<file path="src/rtl/prbs_pkg.sv">
// Shared constants for the PRBS link-status block: PRBS31 mode code, link state
// encodings, LED bit positions and a counter-width helper.
package prbs_pkg;

  localparam logic [2:0] PRBS_MODE_PRBS31 = 3'b100;

  typedef enum logic [1:0] {
    LS_IDLE     = 2'd0,
    LS_SELFTEST = 2'd1,
    LS_RUN      = 2'd2,
    LS_FAIL     = 2'd3
  } link_state_e;

  localparam int LED_HB   = 0;
  localparam int LED_PASS = 1;
  localparam int LED_ERR  = 2;
  localparam int LED_FAIL = 3;

  // Bits needed for a counter holding 0..n-1 (never less than one bit).
  function automatic int cnt_w(input int n);
    return (n <= 2) ? 1 : $clog2(n);
  endfunction

endpackage

</file>
<file path="src/rtl/led_pulse_stretch.sv">
// Retriggerable pulse stretcher: a single-cycle pulse drives the output high for
// LEN cycles starting the cycle after the pulse; a new pulse restarts the count.
module led_pulse_stretch
  import prbs_pkg::*;
#(
  parameter int LEN = 5_000_000
) (
  input  logic clk,
  input  logic reset_n,
  input  logic pulse,
  output logic out
);

  localparam int W = cnt_w(LEN + 1);

  logic [W-1:0] remain;

  always_ff @(posedge clk or negedge reset_n) begin
    if (!reset_n) begin
      remain <= '0;
      out    <= 1'b0;
    end else if (pulse) begin
      remain <= W'(LEN);
      out    <= 1'b1;
    end else begin
      if (remain != '0) remain <= remain - 1'b1;
      out <= (remain > W'(1));
    end
  end

endmodule

</file>
<file path="src/rtl/prbs_status_led.sv">
// Link status classifier and LED driver downstream of the PRBS bring-up FSM.
// Optional macro PRBS_STATUS_ERR_RATE_EN adds the windowed err_rate output.
module prbs_status_led
  import prbs_pkg::*;
#(
  parameter int CNT_W        = 16,
  parameter int HB_DIV       = 25_000_000,
  parameter int ERR_STRETCH  = 5_000_000,
  parameter int SELFTEST_TMO = 1_200_000_000,
  parameter int FAIL_DIV     = 6_250_000
`ifdef PRBS_STATUS_ERR_RATE_EN
  ,
  parameter int RATE_WIN     = 100_000_000
`endif
) (
  input  logic             clk,
  input  logic             reset_n,
  input  logic [2:0]       rx_prbs_mode,
  input  logic             prbs_test_pass,
  input  logic             rx_prbs_err,
  input  logic             err_clear,
  output logic [1:0]       link_state,
  output logic [CNT_W-1:0] err_count,
  output logic             err_sticky,
  output logic [3:0]       led
`ifdef PRBS_STATUS_ERR_RATE_EN
  ,
  output logic [CNT_W-1:0] err_rate
`endif
);

  localparam int TMO_W  = cnt_w(SELFTEST_TMO);
  localparam int HB_W   = cnt_w(HB_DIV);
  localparam int FAIL_W = cnt_w(FAIL_DIV);

  function automatic logic [CNT_W-1:0] sat_add(input logic [CNT_W-1:0] v, input logic inc);
    return (inc && !(&v)) ? v + 1'b1 : v;
  endfunction

  link_state_e       state, state_nxt;
  logic [TMO_W-1:0]  tmo_cnt;
  logic [HB_W-1:0]   hb_cnt;
  logic              hb;
  logic [FAIL_W-1:0] fail_cnt, fail_cnt_nxt;
  logic              fail_tgl, fail_tgl_nxt;
  logic [CNT_W-1:0]  cnt_nxt;
  logic              sticky_nxt;
  logic              led_pass, led_err, led_fail, led_fail_nxt;
  logic              counted;
  logic              tmo_hit;

  assign counted = (state == LS_RUN) && rx_prbs_err;
  assign tmo_hit = (tmo_cnt == TMO_W'(SELFTEST_TMO - 1));

  always_comb begin
    state_nxt = state;
    if (rx_prbs_mode != PRBS_MODE_PRBS31) begin
      state_nxt = LS_IDLE;
    end else begin
      case (state)
        LS_IDLE:     state_nxt = LS_SELFTEST;
        LS_SELFTEST: begin
          // A pass on the timeout cycle still counts as a pass.
          if (prbs_test_pass)  state_nxt = LS_RUN;
          else if (tmo_hit)    state_nxt = LS_FAIL;
        end
        default:     state_nxt = state;
      endcase
    end
  end

  always_ff @(posedge clk or negedge reset_n) begin
    if (!reset_n) begin
      state   <= LS_IDLE;
      tmo_cnt <= '0;
    end else begin
      state   <= state_nxt;
      tmo_cnt <= (state == LS_SELFTEST && state_nxt == LS_SELFTEST) ? tmo_cnt + 1'b1 : '0;
    end
  end

  always_comb begin
    cnt_nxt    = err_count;
    sticky_nxt = err_sticky;
    if (err_clear) begin
      cnt_nxt    = '0;
      cnt_nxt[0] = counted;
      sticky_nxt = counted;
    end else if (counted) begin
      cnt_nxt    = sat_add(err_count, 1'b1);
      sticky_nxt = 1'b1;
    end
  end

  always_comb begin
    fail_cnt_nxt = '0;
    fail_tgl_nxt = 1'b0;
    if (state == LS_FAIL) begin
      if (fail_cnt == FAIL_W'(FAIL_DIV - 1)) begin
        fail_tgl_nxt = ~fail_tgl;
      end else begin
        fail_cnt_nxt = fail_cnt + 1'b1;
        fail_tgl_nxt = fail_tgl;
      end
    end
    case (state_nxt)
      LS_FAIL: led_fail_nxt = fail_tgl_nxt;
      LS_RUN:  led_fail_nxt = sticky_nxt;
      default: led_fail_nxt = 1'b0;
    endcase
  end

  always_ff @(posedge clk or negedge reset_n) begin
    if (!reset_n) begin
      err_count  <= '0;
      err_sticky <= 1'b0;
      fail_cnt   <= '0;
      fail_tgl   <= 1'b0;
      led_pass   <= 1'b0;
      led_fail   <= 1'b0;
    end else begin
      err_count  <= cnt_nxt;
      err_sticky <= sticky_nxt;
      fail_cnt   <= fail_cnt_nxt;
      fail_tgl   <= fail_tgl_nxt;
      led_pass   <= (state_nxt == LS_RUN);
      led_fail   <= led_fail_nxt;
    end
  end

  // Heartbeat runs unconditionally so a dead clock or stuck reset is visible.
  always_ff @(posedge clk or negedge reset_n) begin
    if (!reset_n) begin
      hb_cnt <= '0;
      hb     <= 1'b0;
    end else if (hb_cnt == HB_W'(HB_DIV - 1)) begin
      hb_cnt <= '0;
      hb     <= ~hb;
    end else begin
      hb_cnt <= hb_cnt + 1'b1;
    end
  end

  led_pulse_stretch #(.LEN(ERR_STRETCH)) u_err_stretch (
    .clk     (clk),
    .reset_n (reset_n),
    .pulse   (counted),
    .out     (led_err)
  );

  assign link_state     = state;
  assign led[LED_HB]    = hb;
  assign led[LED_PASS]  = led_pass;
  assign led[LED_ERR]   = led_err;
  assign led[LED_FAIL]  = led_fail;

`ifdef PRBS_STATUS_ERR_RATE_EN
  localparam int RW = cnt_w(RATE_WIN);

  logic [RW-1:0]    win_cnt;
  logic [CNT_W-1:0] win_acc;

  // Window phase is anchored to RUN entry; a partial window on RUN exit is dropped.
  always_ff @(posedge clk or negedge reset_n) begin
    if (!reset_n) begin
      win_cnt  <= '0;
      win_acc  <= '0;
      err_rate <= '0;
    end else if (state != LS_RUN) begin
      win_cnt <= '0;
      win_acc <= '0;
    end else if (win_cnt == RW'(RATE_WIN - 1)) begin
      err_rate <= sat_add(win_acc, counted);
      win_cnt  <= '0;
      win_acc  <= '0;
    end else begin
      win_cnt <= win_cnt + 1'b1;
      win_acc <= sat_add(win_acc, counted);
    end
  end
`endif

endmodule
</file>
<file path="config.mk">
export PLATFORM = sky130hd
export DESIGN_NAME = prbs_status_led
export DESIGN_NICKNAME = d
export VERILOG_FILES = /design/src/rtl/prbs_pkg.sv /design/src/rtl/led_pulse_stretch.sv /design/src/rtl/prbs_status_led.sv
export SDC_FILE = /design/constraint.sdc
export NUM_CORES = 1
export LEC_CHECK = 0
export CORE_MARGIN = 3
export CORE_UTILIZATION = 42
export CTS_BUF_LIST = sky130_fd_sc_hd__clkbuf_16
export CTS_CLUSTER_DIAMETER = 50
export DETAILED_ROUTE_END_ITERATION = 10
export GPL_TIMING_DRIVEN = 0
export PLACE_DENSITY = 0.69
export SYNTH_ARGS = -nofsm -noshare
export SYNTH_HDL_FRONTEND = slang
export SYNTH_SLANG_ARGS = --single-unit
</file>
<file path="constraint.sdc">
create_clock -name clk -period 3.5 [get_ports clk]
set_input_delay 0.35 -clock clk [delete_from_list [all_inputs] [get_ports clk]]
set_output_delay 0.35 -clock clk [all_outputs]
set_load 0.01 [all_outputs]
</file>
* Word level (Yosys, flattened, before mapping)
Index checks and enable logic that the tools add are counted.
Storage, ports and cells: bits in registers 126, input bits 8, logic and storage cells 58
Operators by class: reductions and logical operators 8, bitwise gates (word level) 2, add/sub/neg operators 5, order comparisons 1, muxes and demuxes 19, equality and inequality tests 11
Operators by type and width (number):
- two-way mux 23 bit | 4
- two-way mux 16 bit | 3
- adder 31 x 1 -> 31 bit, second input constant | 1
- equality test 31 bit, second input constant | 1
- two-way mux 31 bit | 1
- adder 25 x 1 -> 25 bit, second input constant | 1
- equality test 25 bit, second input constant | 1
- two-way mux 25 bit | 1
- adder 23 x 1 -> 23 bit, second input constant | 1
- equality test 23 bit, second input constant | 1
- greater-than comparator 23 x 1 -> 1 bit, second input constant | 1
- nonzero test 23 bit | 1
- subtractor 23 x 1 -> 23 bit, second input constant | 1
- adder 16 x 1 -> 16 bit, second input constant | 1
- AND reduction 16 bit | 1
- equality test 2 bit, second input constant | 4
- two-way mux 2 bit | 3
- two-way mux 1 bit | 5
- equality test 2 x 1 -> 1 bit, second input constant | 2
- case mux 2 bit (2 select lines) | 1
- nonzero test 2 bit | 2
- != test 3 bit, second input constant | 1
- logical AND 1 bit | 2
- logical NOT 2 bit | 1
- other kinds (4) | 5

* Depth between registers and ports, before layout
Gate-level depths: netlist of the first run.
word-level depth 8, depth in mapped cells 9

* By module
From an unflattened synthesis of the first run, not the netlist that was laid out.
Unflattened totals: cells, all modules 645, area total of the unflattened synthesis 6408.6 um^2
By module, submodules not included:
- prbs_status_led | instances 1, area each 5021.1 um^2, seq. area each 2552.4 um^2, cells each 506
- led_pulse_stretch | instances 1, area each 1387.6 um^2, seq. area each 600.6 um^2, cells each 139

* Worst setup path after synthesis of the first run
OpenSTA, ideal clock, no wires.
path kind register -> register, start point register tmo_cnt[0], end point register tmo_cnt[10], cell stages (with the launch flop) 10, arrival 2024 ps, path slack 1405 ps, path buffers 3, setup time 71 ps, required time 3429 ps, cell sequence dfrtp_1 ha_1 nand4_1 or2_0 clkbuf_2 nor4_1 or4b_2 clkbuf_1 buf_2 nor2_1
On the way: cells in the longest elaborated chain, start to end 8
Ends and longest elaborated chain:
- start: declaration | RTL line prbs_status_led.sv:41 | logic [TMO_W-1:0] tmo_cnt;
- start signal: assignment | RTL line prbs_status_led.sv:78 | tmo_cnt <= (state == LS_SELFTEST && state_nxt == LS_SELFTEST) ? tmo_cnt + 1'b1 : '0;
- equality test 31 bit | RTL line prbs_status_led.sv:53 | assign tmo_hit = (tmo_cnt == TMO_W'(SELFTEST_TMO - 1));
- two-way mux 2 bit | RTL line prbs_status_led.sv:65 | else if (tmo_hit) state_nxt = LS_FAIL;
- two-way mux 2 bit | RTL line prbs_status_led.sv:64 | if (prbs_test_pass) state_nxt = LS_RUN;
- case mux 2 bit (2 select lines) | RTL line prbs_status_led.sv:60 | case (state)
- two-way mux 2 bit | RTL line prbs_status_led.sv:57 | if (rx_prbs_mode != PRBS_MODE_PRBS31) begin
- equality test 2 x 1 -> 1 bit | RTL line prbs_status_led.sv:78
- logical AND 1 bit | RTL line prbs_status_led.sv:78
- two-way mux 31 bit * | RTL line prbs_status_led.sv:78
Mark *: on every way between the ends. The rest lies on a longest branch, timed or not. A chain may end at the register's enable or synchronous reset.

* Final worst setup path of the first run
start point register tmo_cnt[0], end point register tmo_cnt[12]
Same word-level chain as after synthesis.

==> reports/qor.yml, run 1 <==
dp_cells: 871
ys_async_sr_fraction: 1.000
hp-class: "primary input to flop"
r2r_start: "tmo_cnt[0]"
min_to: "err_count[1]"
path_cells: "ha_1 -> nand4_1 -> or2_0 -> clkbuf_2 -> nor4_1 -> or4b_2 -> clkbuf_1 -> buf_2 -> nor2_1"
r2r_end: "tmo_cnt[12]"
start_util: 0.4329
rsz0062_at_grt: "no"
synth_top_family_by_area: "simple AND/OR/NAND/NOR gates"
setup_viol: 0
max_freq_ghz: 0.4205
area_growth_syn_to_layout_pct: 18.69
path_max_fanout: 10
yosys.area.top_type: "dfrtp_1"
drtIter0Drc: 296
synth_xor_area_frac: 0.1257
h-tree-depth: 4
synth-edff-count: 0
tightest_slew_ps: 1243
viasPerCell: 5.391
synth_top_area_frac: 0.4973
hold_slack_ps: 367.0
path_buf_inv: 3
grt.total_usage: 0.1658
crit_path_start_kind: "flop"
tns_ps: 0
antenna_found_initial: 0
cts_buffer_depth: 2
drt-total-wl_um: 13110
cts-resized-gates: 0
clock_latency_ps: 420
synth-adder-area-share: 0.01184
port_buffers: 29
r2r_setup_slack_ps: 1120
cts_tree: "done"
reg2reg_depth: 9
hpwl_um: 8913
cts_root_buffer: "clkbuf_16"
die_w_um: 128.9
cap_viol_max_count: 0
grt_pass1_vias: 4842
fin_total_pwr_mw: 3.721
clk_pin_slew_ps: 60
design.die.area_sq_mm: 0.01660
synthTopCellsByArea: "dfrtp_1 (50%), xnor2_1 (7.6%), nor2_1 (6.5%)"
synth_ff_type: "dfrtp_1"
crit_arrival_ps: 2680
synth_compound_gate_area_share: 0.06217
layout_min_cycle_time_ps: 2378
crit_path_max_incr_delay_ps: 410
crit_required_ps: 3800
route.vias.total: 4868
hold_viol: 0
status: "finished clean"
drive_above_1_share: 0.08067
slowest_stage: "nor4_1"
p_leak_nw: 2.918
first_pass_iters: 5
die_h_um: 128.9
fin_cells: 903
maxSlewHeadroom: 0.1636
drc: 0
grt_max_degree: 88
p_per_area_mw_per_mm2: 494.5
overflow: 0
ant_nets: 0
antenna_cells: 0
cp_top_family: "simple AND/OR/NAND/NOR gates"
synth_seq_cells: 126
fp-row-count: 44
nNetsFinal: 721
clock_sinks: 126
core_sq_mm: 0.01464
skew_ps: 5.829
fin_crit_sh: 0.6795
worstSetupStartpoint: "tmo_cnt[0]"
gp_congestion: 0.8501
synth_area_sq_mm: 0.006340
grt_pass1_wl_um: 22420
synth_area_per_cell_sq_um: 9.650
synth_commonest_cells: "dfrtp_1 (126), nor2_1 (110), xnor2_1 (55)"
path_class: "flop to flop"
hold-path-cell-count: 2
yosys_warnings: 0
drv_slew: 0
seq_area_frac_synth: 0.4973
synth_most_common_cell: "dfrtp_1"
ys_types: 53
hp-start: "err_clear"
cp-end-kind: "flop"
ir_drop_mv: 0.3316
syn_inst: 657
io_pins: 31
synth_nets: 671
cts_buffers: 17
synth.area.mux_share: 0.004934
yosys.area_share.simple: 0.2645
wl_per_cell_um: 14.51
==> layer usage <==
layer  GRT usage  up-vias  share of wire  wire [um]
met5           0        -              0          0
met4     0.05806        0         0.0095        125
met3     0.04691       16          0.038        496
met2      0.2674       90           0.49       6391
met1      0.2147     2388           0.46       6093
li1            -     2374              -          -
==> flip-flops by register name (all words and copies together) (netlist names) <==
| signal | count |
|---|---|
| fail_tgl | 1 |
| led_pass | 1 |
| tmo_cnt | 31 |
| err_sticky | 1 |
| fail_cnt | 23 |
| u_err_stretch.remain | 23 |
| link_state | 2 |
| led_fail | 1 |
| hb_cnt | 25 |
| hb | 1 |
| u_err_stretch.out | 1 |
| err_count | 16 |
==> through the flow <==
| stage | util | instance area, sq um | worst slack (ps) |
|---|---|---|---|
| finish | 0.5138 | 7525 | 1122 |
| detailed placement | 0.4704 | 6889 | 920.0 |
| CTS | 0.5138 | 7525 | 1095 |
| global placement | 0.4685 | 6860 | -2758 |
| floorplan | - | 6340 | 1405 |
| global route | 0.5138 | 7525 | 880.6 |
==> worst max path at each step <==
stage | to | slack, ps | cells after the start
2_1_floorplan | tmo_cnt[10] | 1400 | 9
3_3_place_gp | hb_cnt[0] | -2760 | 1
3_5_place_dp | err_count[15] | 920 | 7
4_1_cts | hb_cnt[0] | 1090 | 7
5_1_grt | tmo_cnt[19] | 880 | 9
6_report | tmo_cnt[12] | 1120 | 9
==> power by group <==
| group | switching, mW | total (mW) | internal (mW) |
|---|---|---|---|
| registers | 0.0872 | 1.61 | 1.52 |
| clock network | 0.628 | 1.87 | 1.25 |
| logic | 0.135 | 0.237 | 0.101 |
| total | 0.851 | 3.72 | 2.87 |
==> worst register-to-register path, cell delays in order, from the launching register on <==
cell	delay, ps
dfrtp_1	390
ha_1	240
nand4_1	120
or2_0	210
clkbuf_2	180
nor4_1	410
or4b_2	190
clkbuf_1	200
buf_2	260
nor2_1	80
==> cells by family (layout without fill, tap and decap cells) <==
| logic type | after synthesis | after routing |
|---|---|---|
| fa+ha+maj | 6 | 6 |
| compound gates | 59 | 59 |
| mux | 3 | 3 |
| buf+inv | 50 | 112 |
| flops | 126 | 126 |
| simple gates | 322 | 322 |
| xor+xnor | 91 | 91 |
==> cell usage in the layout, fill, tap and decap left out, types with 6 or more instances in the layout <==
| master | netlist | routed |
|---|---|---|
| a211oi_1 | 7 | 7 |
| a21oi_1 | 13 | 13 |
| and3_1 | 12 | 12 |
| and4_1 | 9 | 9 |
| buf_2 | 7 | 7 |
| clkbuf_1 | 17 | 17 |
| clkbuf_16 | 0 | 17 |
| clkdlybuf4s50_1 | 0 | 28 |
| dfrtp_1 | 126 | 126 |
| ha_1 | 6 | 6 |
| inv_1 | 21 | 22 |
| nand2_1 | 35 | 35 |
| nand3_1 | 35 | 35 |
| nand4_1 | 22 | 22 |
| nor2_1 | 110 | 110 |
| nor2b_1 | 7 | 7 |
| nor3_1 | 25 | 25 |
| nor4_1 | 17 | 17 |
| o21ai_0 | 15 | 15 |
| or3_1 | 13 | 13 |
| xnor2_1 | 55 | 55 |
| xor2_1 | 36 | 36 |
==> layout make-up <==
| type | count | area [sq um] |
|---|---|---|
| Fill cell | 1282 | 7119 |
| Sequential cell | 126 | 3153 |
| Multi-Input combinational cell | 481 | 2974 |
| Clock buffer | 17 | 425.4 |
| Timing Repair Buffer | 31 | 329.1 |
| Tap cell | 184 | 230.2 |
| Clock inverter | 14 | 200.2 |
| Buffer | 29 | 133.9 |
| Inverter | 21 | 78.83 |
==> what timing repair did <==
action,CTS,global route
endpoints found under the setup margin,0,0
hold buffers,1,0
endpoints found under the hold margin,39,0
setup buffers,0,0
No activity file was read; power rests on OpenSTA's default activity.
==> run 2, diff against run 1 <==
- PLACE_DENSITY: 0.69 -> 0.71
- clock period: 3.5 -> 2.1 ns (I/O delays scaled with it)
==> reports/qor.yml, run 2 (synthesized netlist as in run 1, its figures left out) <==
cp-end-kind: "flop"
drtIter0Drc: 330
port_buffers: 29
setup_viol: 0
clock_sinks: 126
cts_buffer_depth: 2
antenna_found_initial: 0
p_seq_frac: 0.448
worstSetupStartpoint: "tmo_cnt[1]"
path_cells: "ha_4 -> nand4_1 -> or2_0 -> buf_4 -> or3_4 -> or3_1 -> a21oi_1"
cts_tree: "done"
hp-start: "err_clear"
crit_arrival_ps: 2410
path_max_fanout: 8
design.die.area_sq_mm: 0.01660
viasPerCell: 5.572
start_util: 0.4329
largestRegisters: "tmo_cnt (31), hb_cnt (25)"
largest_register_ffs: 31
fin_crit_sh: 0.9806
die_h_um: 128.9
tightest_slew_ps: 683.8
placed_area_sq_mm: 0.006889
p_per_area_mw_per_mm2: 783.7
tns_ps: 0
clk_pin_slew_ps: 60
crit_path_start_kind: "flop"
clkPwrFrac: 0.476
largest_register: "tmo_cnt"
gp_congestion: 0.8645
grt.total_usage: 0.1729
crit_path_max_incr_delay_ps: 410
worst_slack_ps: 40.83
h-tree-depth: 4
status: "finished clean"
nNetsFinal: 723
maxSlewHeadroom: 0.5403
route.vias.total: 5048
ant_nets: 0
fin_cells: 906
final_cell_mix: "dfrtp_1 (124), nor2_1 (110), xnor2_1 (55), xor2_1 (36), nand2_1 (35)"
slowest_stage: "or3_4"
crit_required_ps: 2450
core_sq_mm: 0.01464
dp_cells: 871
drc: 0
netSwitchingFraction: 0.2442
combinationalPowerShare: 0.076
path_class: "flop to flop"
p_sw_mw: 1.477
clock_latency_ps: 420
skew_ps: 6.373
grt_pass1_wl_um: 23300
final_cell_area_sq_mm: 0.007719
cts_root_buffer: "clkbuf_16"
overflow: 0
area_growth_syn_to_layout_pct: 21.75
die_w_um: 128.9
wl_per_cell_um: 15.10
hp-class: "primary input to flop"
pre_cts_slack_ps: -269.0
p_leak_nw: 2.998
drive_above_1_share: 0.1288
intPower_mw: 4.572
max_freq_ghz: 0.4856
grt_max_degree: 101
fp-row-count: 44
antenna_cells: 0
ir_drop_mv: 0.5910
grt_pass1_vias: 4981
drv_slew: 0
drt-total-wl_um: 13690
rsz0062_at_grt: "yes"
first_pass_iters: 5
r2r_start: "tmo_cnt[1]"
hpwl_um: 9152
cap_viol_max_count: 0
layout_commonest_cell: "dfrtp_1"
layout_min_cycle_time_ps: 2059
hold_viol: 0
cts_buffers: 17
io_pins: 31
[run 2: worst paths after layout]
path	cells after the start	slack [ps]	endpoint
hold reg to reg	1	480	hb
setup reg to reg	7	40	tmo_cnt[30]
hold / removal	2	220	err_count[1]
min in group asynchronous	2	230	fail_cnt[17]
max in group asynchronous	3	1110	tmo_cnt[9]
setup / recovery	7	40	tmo_cnt[30]
[run 2: timing repair]
item | in CTS | in global routing
resized for setup | 27 | 26
buffers inserted | 3 | 5
endpoints found under the hold margin | 26 | 0
pin swaps | 2 | 6
setup endpoints to repair | 82 | 83
hold buffers | 1 | 0
[run 2: metrics by stage]
step                hold slack [ps]    util  total power [mW]
global placement              469.3  0.4685             3.086
floorplan                    -85.59       -             2.958
detailed placement            91.56  0.4704             3.116
finish                        222.6  0.5271             6.049
global route                  243.0  0.5271             6.294
CTS                           212.5  0.5190             6.048
[run 2: power by group through the flow]
stage	logic (mW)	registers [mW]	clock network [mW]
floorplan	0.271	2.69	0
global placement	0.374	2.71	0
detailed placement	0.393	2.72	0
CTS	0.423	2.69	2.94
global route	0.514	2.73	3.05
finish	0.458	2.71	2.88
[run 2: per-layer routing]
| layer | wire, um | up-vias | global-route usage |
|---|---|---|---|
| met5 | 0 | - | 0 |
| met1 | 6217 | 2494 | 0.2232 |
| met2 | 6584 | 120 | 0.2732 |
| met3 | 547 | 34 | 0.04940 |
| li1 | - | 2400 | - |
| met4 | 336 | 0 | 0.07288 |
[run 2: final cells by class]
cell class                 count  area, sq um
buffer                        23        142.6
clock buffer                  17        425.4
clock inverter                15        155.1
fill                        1254         6925
inverter                      21        78.83
multi-input combinational    481         3142
sequential                   126         3156
tap                          184        230.2
timing repair buffer          39        389.1
[run 2: critical path: cells and delay by family (launching register included)]
family / cells / cell delay [ps]
buffers and inverters: 1 / 170
AOI/OAI and AO/OA: 1 / 160
DFF: 1 / 400
and+or+nand+nor: 4 / 1090
adders and majority gates: 1 / 170
